File: config.mk
export PLATFORM = sky130hd
export DESIGN_NAME = ext_pipe_unit
export DESIGN_NICKNAME = d
export VERILOG_FILES = /design/src/rtl/ext_pipe_unit.sv
export SDC_FILE = /design/constraint.sdc
export NUM_CORES = 1
export LEC_CHECK = 0
export ABC_AREA = 1
export CORE_ASPECT_RATIO = 1.5
export CORE_UTILIZATION = 30
export CTS_CLUSTER_SIZE = 14
export DETAILED_ROUTE_END_ITERATION = 10
export PLACE_DENSITY = 0.57
export SETUP_SLACK_MARGIN = 0.3
export SYNTH_ARGS = -nofsm -noshare
export SYNTH_HDL_FRONTEND = slang
export SYNTH_SLANG_ARGS = --single-unit
export TNS_END_PERCENT = 20
File: constraint.sdc
create_clock -name clk -period 6.9 [get_ports clk]
set_clock_uncertainty 0.1 [all_clocks]
set_input_delay 1.38 -clock clk [delete_from_list [all_inputs] [get_ports clk]]
set_output_delay 1.38 -clock clk [all_outputs]
set_load 0.02 [all_outputs]
File: src/rtl/ext_pipe_unit.sv
// ext_pipe_unit: immediate/load-data extender feeding a DEPTH-entry valid/ready buffer.
// Define EXT_MISALIGN_EN to store a misaligned-halfword flag alongside each entry.
module ext_pipe_unit #(
    parameter int DATA_W = 32,
    parameter int DEPTH = 2,
    localparam int LANE_W = $clog2(DATA_W / 8)
) (
    input  logic              clk,
    input  logic              reset,
    input  logic              flush,
    input  logic              in_valid,
    output logic              in_ready,
    input  logic [2:0]        in_mode,
    input  logic [LANE_W-1:0] in_lane,
    input  logic [DATA_W-1:0] in_data,
    output logic              out_valid,
    input  logic              out_ready,
    output logic [DATA_W-1:0] out_data,
    output logic              out_misalign
);
    localparam int PW = $clog2(DEPTH);
    localparam int CW = PW + 1;

    logic [DATA_W-1:0] mem_q [DEPTH];
    logic [PW-1:0]     wr_q, wr_d, rd_q, rd_d;
    logic [CW-1:0]     cnt_q, cnt_d;
    logic              push, pop;
    logic [LANE_W-1:0] hlane;
    logic [7:0]        byte_v;
    logic [15:0]       half_v, imm;
    logic [DATA_W-1:0] ext;

    always_comb begin
        hlane  = {in_lane[LANE_W-1:1], 1'b0};
        byte_v = in_data[8*in_lane +: 8];
        half_v = in_data[8*hlane +: 16];
        imm    = in_data[15:0];
        case (in_mode)
            3'd0:    ext = {{(DATA_W-16){1'b0}}, imm};
            3'd1:    ext = {{(DATA_W-16){imm[15]}}, imm};
            3'd2:    ext = DATA_W'({imm, 16'h0000});
            3'd3:    ext = {{(DATA_W-8){byte_v[7]}}, byte_v};
            3'd4:    ext = {{(DATA_W-8){1'b0}}, byte_v};
            3'd5:    ext = {{(DATA_W-16){half_v[15]}}, half_v};
            3'd6:    ext = {{(DATA_W-16){1'b0}}, half_v};
            default: ext = in_data;
        endcase
    end

    // in_ready looks only at the registered count so it never depends on out_ready
    assign in_ready  = cnt_q < CW'(DEPTH);
    assign out_valid = cnt_q != '0;
    assign push      = in_valid && in_ready;
    assign pop       = out_valid && out_ready;
    assign out_data  = out_valid ? mem_q[rd_q] : '0;

    always_comb begin
        wr_d  = flush ? '0 : push ? wr_q + PW'(1) : wr_q;
        rd_d  = flush ? '0 : pop ? rd_q + PW'(1) : rd_q;
        cnt_d = flush ? '0 : cnt_q + CW'(push) - CW'(pop);
    end

    always_ff @(posedge clk or posedge reset) begin
        if (reset) begin
            wr_q  <= '0;
            rd_q  <= '0;
            cnt_q <= '0;
        end else begin
            wr_q  <= wr_d;
            rd_q  <= rd_d;
            cnt_q <= cnt_d;
        end
    end

    always_ff @(posedge clk)
        if (push) mem_q[wr_q] <= ext;

`ifdef EXT_MISALIGN_EN
    logic mis_q [DEPTH];

    always_ff @(posedge clk)
        if (push) mis_q[wr_q] <= (in_mode == 3'd5 || in_mode == 3'd6) && in_lane[0];

    assign out_misalign = out_valid && mis_q[rd_q];
`else
    assign out_misalign = 1'b0;
`endif
endmodule

==> results by group <==
Status
  • Status: complete, no violations

Global route
  • GRT Resource Usage Total: between 10% and 20%
  • Initial antenna violation count: 0
  • GRT met1 Usage: a little over a fifth
  • GR peak layer: met2
  • M2 GR Usage: roughly 27%
  • Vias in the first global route: 2,962
  • Largest net degree at the start of global routing: 35
  • First-pass GRT wire length: between 15,000 and 20,000 um
  • Routing usage on met3: roughly 2.6%
  • GRT overflow: 0

Finish
  • Layout cell share with drive strength beyond 1: under 10%
  • Fill cell count: about 1,200
  • Multi-input gate area: around 1400 um^2
  • Cell area after layout: approximately 4900 um^2
  • Nets: approximately 570
  • Antenna diodes: 0
  • Area delta synth->final: 30.7%
  • Register area: between 2000 and 2500 um^2

STA
  • Hold WS: ~0.5 ns
  • Fmax: roughly 210 MHz
  • Fin. max-slew vios: 0
  • Unrepaired setup endpoints after global routing: false
  • Measured slew at the worst slew-check pin: 1.14 ns
  • Post-route clock period utilization: between 60% and 70%
  • Final Hold Viols: 0
  • Tmin final: around 4.7 ns
  • Setup-failing EPs final: 0
  • Normalized max-slew margin: between 20% and 30%
  • Setup TNS Final: 0 ns

Yosys
  • Synth Net Count: around 500
  • Yosys Warn Count: 0
  • FFs w/ async S/R, synth: a little under 6%
  • Register bit total from synthesis: between 60 and 70
  • Cells after synthesis: between 400 and 500
  • Sequential element share of the synthesized area: a little over half
  • Top cell type's share of synthesized area: roughly 50%
  • Commonest cells post-synth: 162 x nand2_1, 64 x edfxtp_1, 51 x inv_1, 40 x nor2_1, 39 x nand3_1
  • Number of flops mapped to enable cells by yosys: 64
  • Synth area leaders: edfxtp_1 51%, nand2_1 16%, nand3_1 5.2%
  • Leading area contributor after synthesis: edfxtp_1
  • Top-count cell post-synth: nand2_1
  • Synthesized area: approximately 3700 um^2
  • Cell variety after synth: 24
  • Synth Area per Inst: just over 8 um^2
  • Synth Flop Type: edfxtp_1

Place
  • Port bufs: between 70 and 80
  • DP HPWL: approximately 7000 um
  • RD Place Congestion: between 0.8 and 0.9
  • Post-DP Area: 4580 um^2

Setup path
  • CP endpoint: out_data[26]
  • Worst setup SP type: flop
  • Critical-path top delay cell: dfrtp_1
  • Crit. End Element: output port
  • FF-to-FF End: rd_q
  • Worst R2R Start: rd_q
  • FF-to-FF setup slack: 4.27 ns
  • CP cell instances: inv_1 > nand2_1 > a21oi_1 > clkdlybuf4s50_1
  • Crit path kind: reg -> out
  • Largest stage delay, worst path: 1.10 ns
  • Worst path required time: roughly 5.4 ns
  • Worst EP arrival: ~3.2 ns
  • CP delay by family, top: buffers and inverters
  • Reg2reg path depth: 3
  • Buf+Inv Stages, Crit Path: 2
  • CP max FO: 34
  • Critical path depth in cells: 4
  • Critical path origin: rd_q

Drt
  • WL/cell: around 15 um
  • ANT nets after route: 0
  • Drt pass-1 iters: 7
  • Drt via density: around 4.7
  • Drt total wl: between 10,000 and 15,000 um
  • DRC viols: 0
  • Via count: approximately 3,200
  • Starting DRT DRC Count: 270

Clock network
  • CTS Hold Bufs: 0
  • Setup bufs post-CTS: 0
  • Total CTS buffers: 9
  • Worst-path clk slew: 0.05 ns
  • Post-cts repair resize count: 0
  • CTS Buffer Depth: 2
  • Clock Tree Root: clkbuf_16
  • H-tree Lvls: 3
  • Clock tree from TritonCTS: built
  • Clk Latency, worst-skew pair: 0.33 ns
  • Sink Count: 68

Die
  • Die ar.: approximately 13,000 um^2
  • Core box area: approximately 12,000 um^2
  • Initial Util: between 30% and 40%
  • Die Height: around 140 um
  • Die Wd: ~93 um
  • Placement Rows: 49
  • I/O pins: between 70 and 80

Power and ir drop
  • PwrDens: 321 nW/um^2
  • Worst ir drop on vdd: roughly 0.00012 V
  • LEAKAGE: roughly 0.0021 uW

Run
  • Max Cap Violations: 0

Min path
  • Worst Hold Class: reg -> reg
-- power by group --
part           leakage [uW]  internal, uW  switching (uW)  total (uW)
Sequential         0.000662           536            35.3         572
Combinational       0.00127           208             310         518
Clock              0.000147           314             163         477
-- per-layer routing --
metal,vias up,wire (um)
li1,1620,-
met1,1479,4130
met2,103,5240
met3,13,532
met4,0,230
met5,-,0
-- worst min-delay path: cells and delay by family (launching register included) --
| family | cells | cell delay [ns] |
|---|---|---|
| AND/OR/NAND/NOR | 1 | 0.12 |
| AO/OA/AOI/OAI | 1 | 0.05 |
| flip-flops | 1 | 0.37 |
-- cell type report --
| cell class | count | share of cell area [%] |
|---|---|---|
| Sequential cell | 68 | 41.4 |
| Multi-Input combinational cell | 312 | 28.3 |
| Timing Repair Buffer | 79 | 16.0 |
| Clock buffer | 11 | 4.76 |
| Inverter | 54 | 4.15 |
| Tap cell | 153 | 3.92 |
| Clock inverter | 5 | 1.56 |
-- placed cells by master, fill, tap and decap left out, drive strengths merged, types with 11 or more instances in the layout --
master	instances
nand2	166
nor2	43
clkdlybuf4s50	75
clkbuf	11
edfxtp	64
nand4	18
a21oi	34
inv	54
nand3	40
-- metrics by stage --
| stage | cells | power (uW) | utilization (%) | setup WS [ns] |
|---|---|---|---|---|
| 2_1_floorplan | 457 | 866 | - | 3.52 |
| 3_3_place_gp | 666 | 1100 | 37.9 | 2.58 |
| 3_5_place_dp | 666 | 1110 | 37.9 | 2.52 |
| 4_1_cts | 682 | 1580 | 40.5 | 2.17 |
| 5_1_grt | 682 | 1650 | 40.5 | 1.83 |
| 6_report | 682 | 1570 | 40.5 | 2.22 |
-- state kept, by name, indices dropped and copies added (netlist names) --
register,cells
mem_q,64
cnt_q,2
rd_q,1
wr_q,1
-- worst min-delay path by stage --
stage,start,endpoint,slack (ns),depth (start not counted)
after floorplan,wr_q,wr_q,0.44,2
after global placement,wr_q,wr_q,0.48,2
after detailed placement,wr_q,wr_q,0.50,2
after CTS,wr_q,wr_q,0.51,2
after global routing,cnt_q[0],cnt_q[0],0.56,3
final,wr_q,wr_q,0.50,2
-- logic make-up after synthesis --
group	Yosys count	synth area share [%]
AOI/OAI and AO/OA	37	5.02
xor gates and xnor gates	2	0.469
adders and majority gates	2	0.669
buffers and inverters	77	9.17
DFF	68	54.1
other	1	0.100
and+or+nand+nor	270	30.5
(Power assumes the default switching activity.)
